==> src/rtl/instruction_queue.sv <==
// In-order instruction queue feeding the dispatch unit.
// Circular buffer with registered issue outputs: each accepted pop presents
// the oldest entry on Instr_out with a one-cycle Issue_valid strobe and a
// wrapping sequence tag. Stall from the reservation stations blocks pops.
module instruction_queue #(
  parameter int DATA_WIDTH = 16,
  parameter int DEPTH      = 8,
  parameter int TAG_WIDTH  = 4
) (
  input  logic                         Clock,
  input  logic                         Reset,
  input  logic                         Push,
  input  logic [DATA_WIDTH-1:0]        Instr_in,
  input  logic                         Pop,
  input  logic                         Stall,
  output logic [DATA_WIDTH-1:0]        Instr_out,
  output logic                         Issue_valid,
  output logic [TAG_WIDTH-1:0]         Issue_tag,
  output logic [$clog2(DEPTH):0]       Count,
  output logic                         Full,
  output logic                         Empty,
  output logic                         Overflow
);

  localparam int AW = $clog2(DEPTH);
  localparam int CW = AW + 1;

  logic [DATA_WIDTH-1:0] r_mem [DEPTH];
  logic [AW-1:0]         r_rd_ptr;
  logic [AW-1:0]         r_wr_ptr;
  logic [CW-1:0]         r_count;
  logic [TAG_WIDTH-1:0]  r_tag;
  logic [DATA_WIDTH-1:0] r_instr_out;
  logic                  r_issue_valid;
  logic [TAG_WIDTH-1:0]  r_issue_tag;
  logic                  r_overflow;

  logic w_full;
  logic w_empty;
  logic w_pop_ok;
  logic w_push_ok;

  // Occupancy flags decoded from the registered count; a pop frees a slot
  // in the same cycle so a push at Full is still accepted alongside a pop.
  always_comb begin
    w_full    = (r_count == CW'(DEPTH));
    w_empty   = (r_count == {CW{1'b0}});
    w_pop_ok  = Pop && !Stall && !w_empty;
    w_push_ok = Push && (!w_full || w_pop_ok);
  end

  // Storage write; contents are never cleared, pointers make stale data unreachable.
  always_ff @(posedge Clock) begin
    if (w_push_ok && !Reset) begin
      r_mem[r_wr_ptr] <= Instr_in;
    end
  end

  // Pointers, occupancy and sticky overflow flag.
  always_ff @(posedge Clock) begin
    if (Reset) begin
      r_rd_ptr   <= {AW{1'b0}};
      r_wr_ptr   <= {AW{1'b0}};
      r_count    <= {CW{1'b0}};
      r_overflow <= 1'b0;
    end else begin
      if (w_push_ok) begin
        r_wr_ptr <= r_wr_ptr + AW'(1);
      end
      if (w_pop_ok) begin
        r_rd_ptr <= r_rd_ptr + AW'(1);
      end
      case ({w_push_ok, w_pop_ok})
        2'b10:   r_count <= r_count + CW'(1);
        2'b01:   r_count <= r_count - CW'(1);
        default: r_count <= r_count;
      endcase
      if (Push && !w_push_ok) begin
        r_overflow <= 1'b1;
      end
    end
  end

  // Issue stage: registered instruction, tag and strobe; data and tag hold when idle.
  always_ff @(posedge Clock) begin
    if (Reset) begin
      r_instr_out   <= {DATA_WIDTH{1'b0}};
      r_issue_valid <= 1'b0;
      r_issue_tag   <= {TAG_WIDTH{1'b0}};
      r_tag         <= {TAG_WIDTH{1'b0}};
    end else if (w_pop_ok) begin
      r_instr_out   <= r_mem[r_rd_ptr];
      r_issue_valid <= 1'b1;
      r_issue_tag   <= r_tag;
      r_tag         <= r_tag + TAG_WIDTH'(1);
    end else begin
      r_issue_valid <= 1'b0;
    end
  end

  assign Instr_out   = r_instr_out;
  assign Issue_valid = r_issue_valid;
  assign Issue_tag   = r_issue_tag;
  assign Count       = r_count;
  assign Full        = w_full;
  assign Empty       = w_empty;
  assign Overflow    = r_overflow;

endmodule

==> config.mk <==
export PLATFORM = sky130hd
export DESIGN_NAME = instruction_queue
export DESIGN_NICKNAME = d
export VERILOG_FILES = /design/src/rtl/instruction_queue.sv
export SDC_FILE = /design/constraint.sdc
export NUM_CORES = 1
export LEC_CHECK = 0
export CELL_PAD_IN_SITES_DETAIL_PLACEMENT = 0
export CELL_PAD_IN_SITES_GLOBAL_PLACEMENT = 1
export CORE_UTILIZATION = 35
export CTS_BUF_LIST = sky130_fd_sc_hd__clkbuf_16
export CTS_CLUSTER_DIAMETER = 30
export DETAILED_ROUTE_END_ITERATION = 8
export PLACE_DENSITY = 0.62
export RECOVER_POWER = 25
export SLEW_MARGIN = 20
export SYNTH_ARGS = -nofsm -noshare
export SYNTH_HDL_FRONTEND = slang
export SYNTH_SLANG_ARGS = --single-unit
export TNS_END_PERCENT = 30
==> constraint.sdc <==
create_clock -name Clock -period 4.5 [get_ports Clock]
set_input_delay 0.675 -clock Clock [delete_from_list [all_inputs] [get_ports Clock]]
set_output_delay 0.675 -clock Clock [all_outputs]
set_load 0.01 [all_outputs]
Yosys cells after proc, flatten, opt, wreduce, memory -nomap -nowiden:

Memories as Yosys holds them, arrays and structs flattened. A register that Yosys moved wholly into a read port is not among the register bits.
Index checks and enable logic that the tools add are counted.

* register bits after elaboration: 20
* memory bits (writable): 128
* memories: 1

* add/subtract/negate cells: 5
* eq/ne operators: 3
* mux-type cells: 4
* reduce and logical (&&, ||, !) cells: 13

Memories
* r_mem: depth 8, width 16, read ports 1, clocked after memory_dff 1, write ports 1, RTL line 28 `logic [DATA_WIDTH-1:0] r_mem [DEPTH];`

Operators by type and width (count)
* adder 4 x 1 -> 4 bit, second input constant: 2
* one-hot mux 4 bit (2 select lines): 1
* adder 3 x 1 -> 3 bit, second input constant: 2
* logical AND 1 bit: 5
* logical NOT 1 bit: 5
* == test 4 bit, second input constant: 1
* logical NOT 4 bit: 1
* subtractor 4 x 1 -> 4 bit, second input constant: 1
* two-way mux 1 bit: 3
* == test 2 x 1 -> 1 bit, second input constant: 1
* == test 2 bit, second input constant: 1
* nonzero test 2 bit: 1
* logical OR 1 bit: 1

Depth between registers and ports, before layout:

* depth after elaboration: 8
* mapped depth: 12
* gate-level depth less buffers: 10

Least setup slack after synthesis:

OpenSTA, ideal clock, no wires.

* path type: input port to flip-flop
* start point: input Stall
* end point: memory r_mem[0][0] (enable)
* setup time: 0.430 ns
* arrival time: 2.902 ns
* path slack: 1.167 ns
* cell stages on the path: 5
* path buffers: 2
* path through: nand2b_1 -> clkbuf_1 -> and3_1 -> buf_2 -> nor4_1

* word-level cells in the longest chain between the ends: 8

RTL lines
* from (decl): RTL line 15 `input logic Stall,`
* logical NOT 1 bit: RTL line 48 `w_pop_ok = Pop && !Stall && !w_empty;`
* logical AND 1 bit (2 in series): RTL line 48
* logical OR 1 bit: RTL line 49 `w_push_ok = Push && (!w_full || w_pop_ok);`
* logical AND 1 bit: RTL line 49
* logical AND 1 bit: RTL line 54 `if (w_push_ok && !Reset) begin`
* two-way mux 1 bit: RTL line 54
* two-way mux 1 bit (not written as such): RTL line 55 `r_mem[r_wr_ptr] <= Instr_in;`
* to (decl): RTL line 28

No other way between the ends.

Worst setup path in the final report:

* start point: register r_count[1] (netlist: Count[1])
* end point: output Full

* word-level cells in the longest chain between the ends: 1

RTL lines
* from (decl): RTL line 31 `logic [CW-1:0] r_count;`
* from (signal assigned): RTL line 64 `r_count <= {CW{1'b0}};`
* from (signal assigned): RTL line 74 `2'b10: r_count <= r_count + CW'(1);`
* from (signal assigned): RTL line 75 `2'b01: r_count <= r_count - CW'(1);`
* == test 4 bit: RTL line 46 `w_full = (r_count == CW'(DEPTH));`
* to (decl): RTL line 20 `output logic Full,`

No other way between the ends.

==> reports/results.tsv <==
metric	value	unit
Post-route DRC	5	
ANT cells	0	
busiest grt layer	met2	
I/O Buffers	48	
grt met1 use	18.87	%
status	complete, but fails checks	
hpwl dp	7322	um
Die Ht	138.6	um
cells along the critical path	nor3_1 > and2_1 > clkdlybuf4s50_1	
clock latency on the worst-skew pair	420	ps
Adder-Cell Fraction of Synth Area	1.265	%
vias in the first global route	3658	
max-slew violation count	0	
number of cells on the critical path	3	
Row Count	49	
DIE AREA	19210	um2
Top Ports	49	
CORE AREA	18150	um2
most frequent cells in the layout	edfxtp_1 (128), clkdlybuf4s50_1 (36), dfxtp_1 (35), nor2_1 (32), mux4_2 (32)	
pin count of the biggest net entering global routing	43	
Post-synth EDFFs	128	
Reg2Reg Setup Slack	1890	ps
CP max stage cell	nor3_1	
Post-synth top flop	edfxtp_1	
area growth from synthesis to layout	20.43	%
CTS tree	done	
setup TNS	0	ps
Post-CTS Hold Buffers	0	
Filler Cells Inserted	1611	
Crit path buffers/inverters	1	
Area contributors post-synth	edfxtp_1 (59%), dfxtp_1 (11%), mux4_2 (11%), a211oi_2 (3.1%), mux2i_1 (2.6%)	
Yosys reg bits	164	
Iteration-0 DRC Markers	208	
CTS max path bufs	2	
gr usage total	14.55	%
initial antenna violation count	1	
Post-Synth Simple-Gate Area	6.151	%
Tcrit/Tclk final	64.07	%
Final #Nets	462	
HP Class	flop to flop	
final hold slack	452.5	ps
kind of critical path	flop to primary output	
Design Power	3.758	mW
die width	138.6	um
Synth top area share	58.86	%
Synth Area in Compound Gates	5.422	%
Post-Syn Nets	406	
Post-DP Area	7295	um2
largest incremental delay on the critical path	650	ps
Post-CTS Resized	0	
crit path DAT	2210	ps
Synth cell types	44	
RR Endpoint	Count[3]	
routability congestion estimate from global placement	0.8305	
Hold Path Depth	2	
Top Family by Delay on Critical Path	simple AND/OR/NAND/NOR gates	
aggregate global routing overflow	0	
static leakage	2.485	nW
vias per cell	5.097	
CP startpoint kind	flop	
VDD IR-drop max	0.2965	mV
worst r2r path cells	10	
Peak Freq	346.8	MHz
Final Critical Period	2883	ps
Syn Std Cell Area	6530	um2
Worst R2R Start	Count[3]	
detailed-route via count	3451	
Slew @ Worst Pin	1092	ps
Clk pin slew, worst setup/hold paths	70	ps
failing checks	design-rule violations	
Critical Path Source	Count[1]	
RSZ-0062 raised after global routing	false	
total of max-cap violations	0	
routing usage on met2	23.24	%
layout cell share with drive strength beyond 1	23.44	%
crit path capture	Full	
clk_skew	7.565	ps
final setup fails	0	
crit-path max FO	8	
setup bufs post-CTS	0	
clk root buf	clkbuf_16	
cell area power density	477.9	nW/um2
Post-Synth XOR/XNOR Area	1.073	%
WP data required	3830	ps
Post-Synthesis Cells	379	
H-tree depth	4	
Ys Warns	0	
total CTS buffers	17	
grt met3 use	3.764	%
Seq/Total Area, Yosys	69.90	%
Total Wirelength	12830	um
Final Cell Area	7864	um2
ys async rst share	0	%
Initial DRT Pass Iterations	9	
wire per inst	18.94	um
Hold Fails Final Rpt	0	
mux cell area share after synthesis	13.87	%
largest family of logic cells by synthesized area	multiplexers	
DRT antenna net count	0	
commonest non-fill, non-tap cell in the layout	edfxtp_1	
Initial Utilization	35.98	%
first-pass GRT wire length	20480	um
Max-slew headroom	27.18	%
post-synth top area cell	edfxtp_1	
crit end category	primary output	
synthesized area per cell	17.23	um2
Sink Count	164	
-- tightest hold or removal path, cell delays in order (launching register included) --
cell and delay, ps:
dfxtp_1 310, nand2_1 50, a21oi_1 50
-- how the worst min path moves through the flow --
| stage | startpoint | end | slack [ps] |
|---|---|---|---|
| after CTS | Issue_tag[2] | Issue_tag[2] | 460 |
| final | Issue_tag[2] | Issue_tag[2] | 450 |
| after floorplan | r_tag[3] | Issue_tag[3] | 440 |
| after global routing | Issue_tag[1] | Issue_tag[1] | 480 |
| after global placement | Issue_tag[1] | Issue_tag[1] | 450 |
| after detailed placement | Issue_tag[2] | Issue_tag[2] | 450 |
-- cell usage after synthesis (2+ instances only) --
master and number:
buf_6 4, nor4_1 4, nor2_1 32, a211oi_2 16
mux4_2 32, and3_1 2, clkbuf_1 10, nand2_1 17
mux2i_1 17, a21oi_1 9, nand3_1 7, nor2b_1 2
buf_2 8, dfxtp_1 36, xor2_1 3, nand2b_1 3
inv_1 5, edfxtp_1 128, ha_1 5, o21ai_0 4
nor3_1 8, xnor2_1 5
-- power by group --
group	internal [mW]	total [mW]	switching (mW)	leakage, nW
Clock	0.809	1.40	0.588	0.267
Sequential	1.70	1.79	0.0809	1.45
Combinational	0.294	0.576	0.281	0.767
Total	2.81	3.76	0.950	2.48
-- routing by layer --
layer | wire length (um) | up-vias
met5 | 13 | -
li1 | - | 1588
met3 | 619 | 23
met2 | 6075 | 86
met1 | 5893 | 1752
met4 | 223 | 2
-- stage by stage --
stage | setup WS (ps) | instances | utilization [%]
final | 1617 | 677 | 43.33
after CTS | 1614 | 677 | 43.33
after global placement | 1577 | 645 | 40.20
after detailed placement | 1501 | 645 | 40.20
after floorplan | 1167 | 379 | -
after global routing | 1492 | 677 | 43.33
-- area by class of cell --
type	count	area [um2]	area share, %
inverters	6	25.02	0.3182
repair buffers	60	565.5	7.192
multi-input cells	186	1852	23.55
clock inverters	15	143.9	1.830
clock buffers	17	425.4	5.410
well taps	229	286.5	3.644
flip-flops and latches	164	4566	58.06
-- cells by family (layout without fill, tap and decap cells) --
| family | after synthesis | count (layout) |
|---|---|---|
| flops | 164 | 164 |
| simple gates | 84 | 84 |
| xor+xnor | 8 | 8 |
| mux | 50 | 50 |
| buf+inv | 29 | 98 |
| fa+ha+maj | 6 | 6 |
| compound gates | 38 | 38 |
-- state kept, by name (all words and copies together), names as in the netlist --
register	cells
Instr_out	16
Issue_tag	4
Issue_valid	1
Overflow	1
r_mem	128
r_wr_ptr	3
r_rd_ptr	3
r_tag	4
Count	4
(Power assumes the default switching activity.)
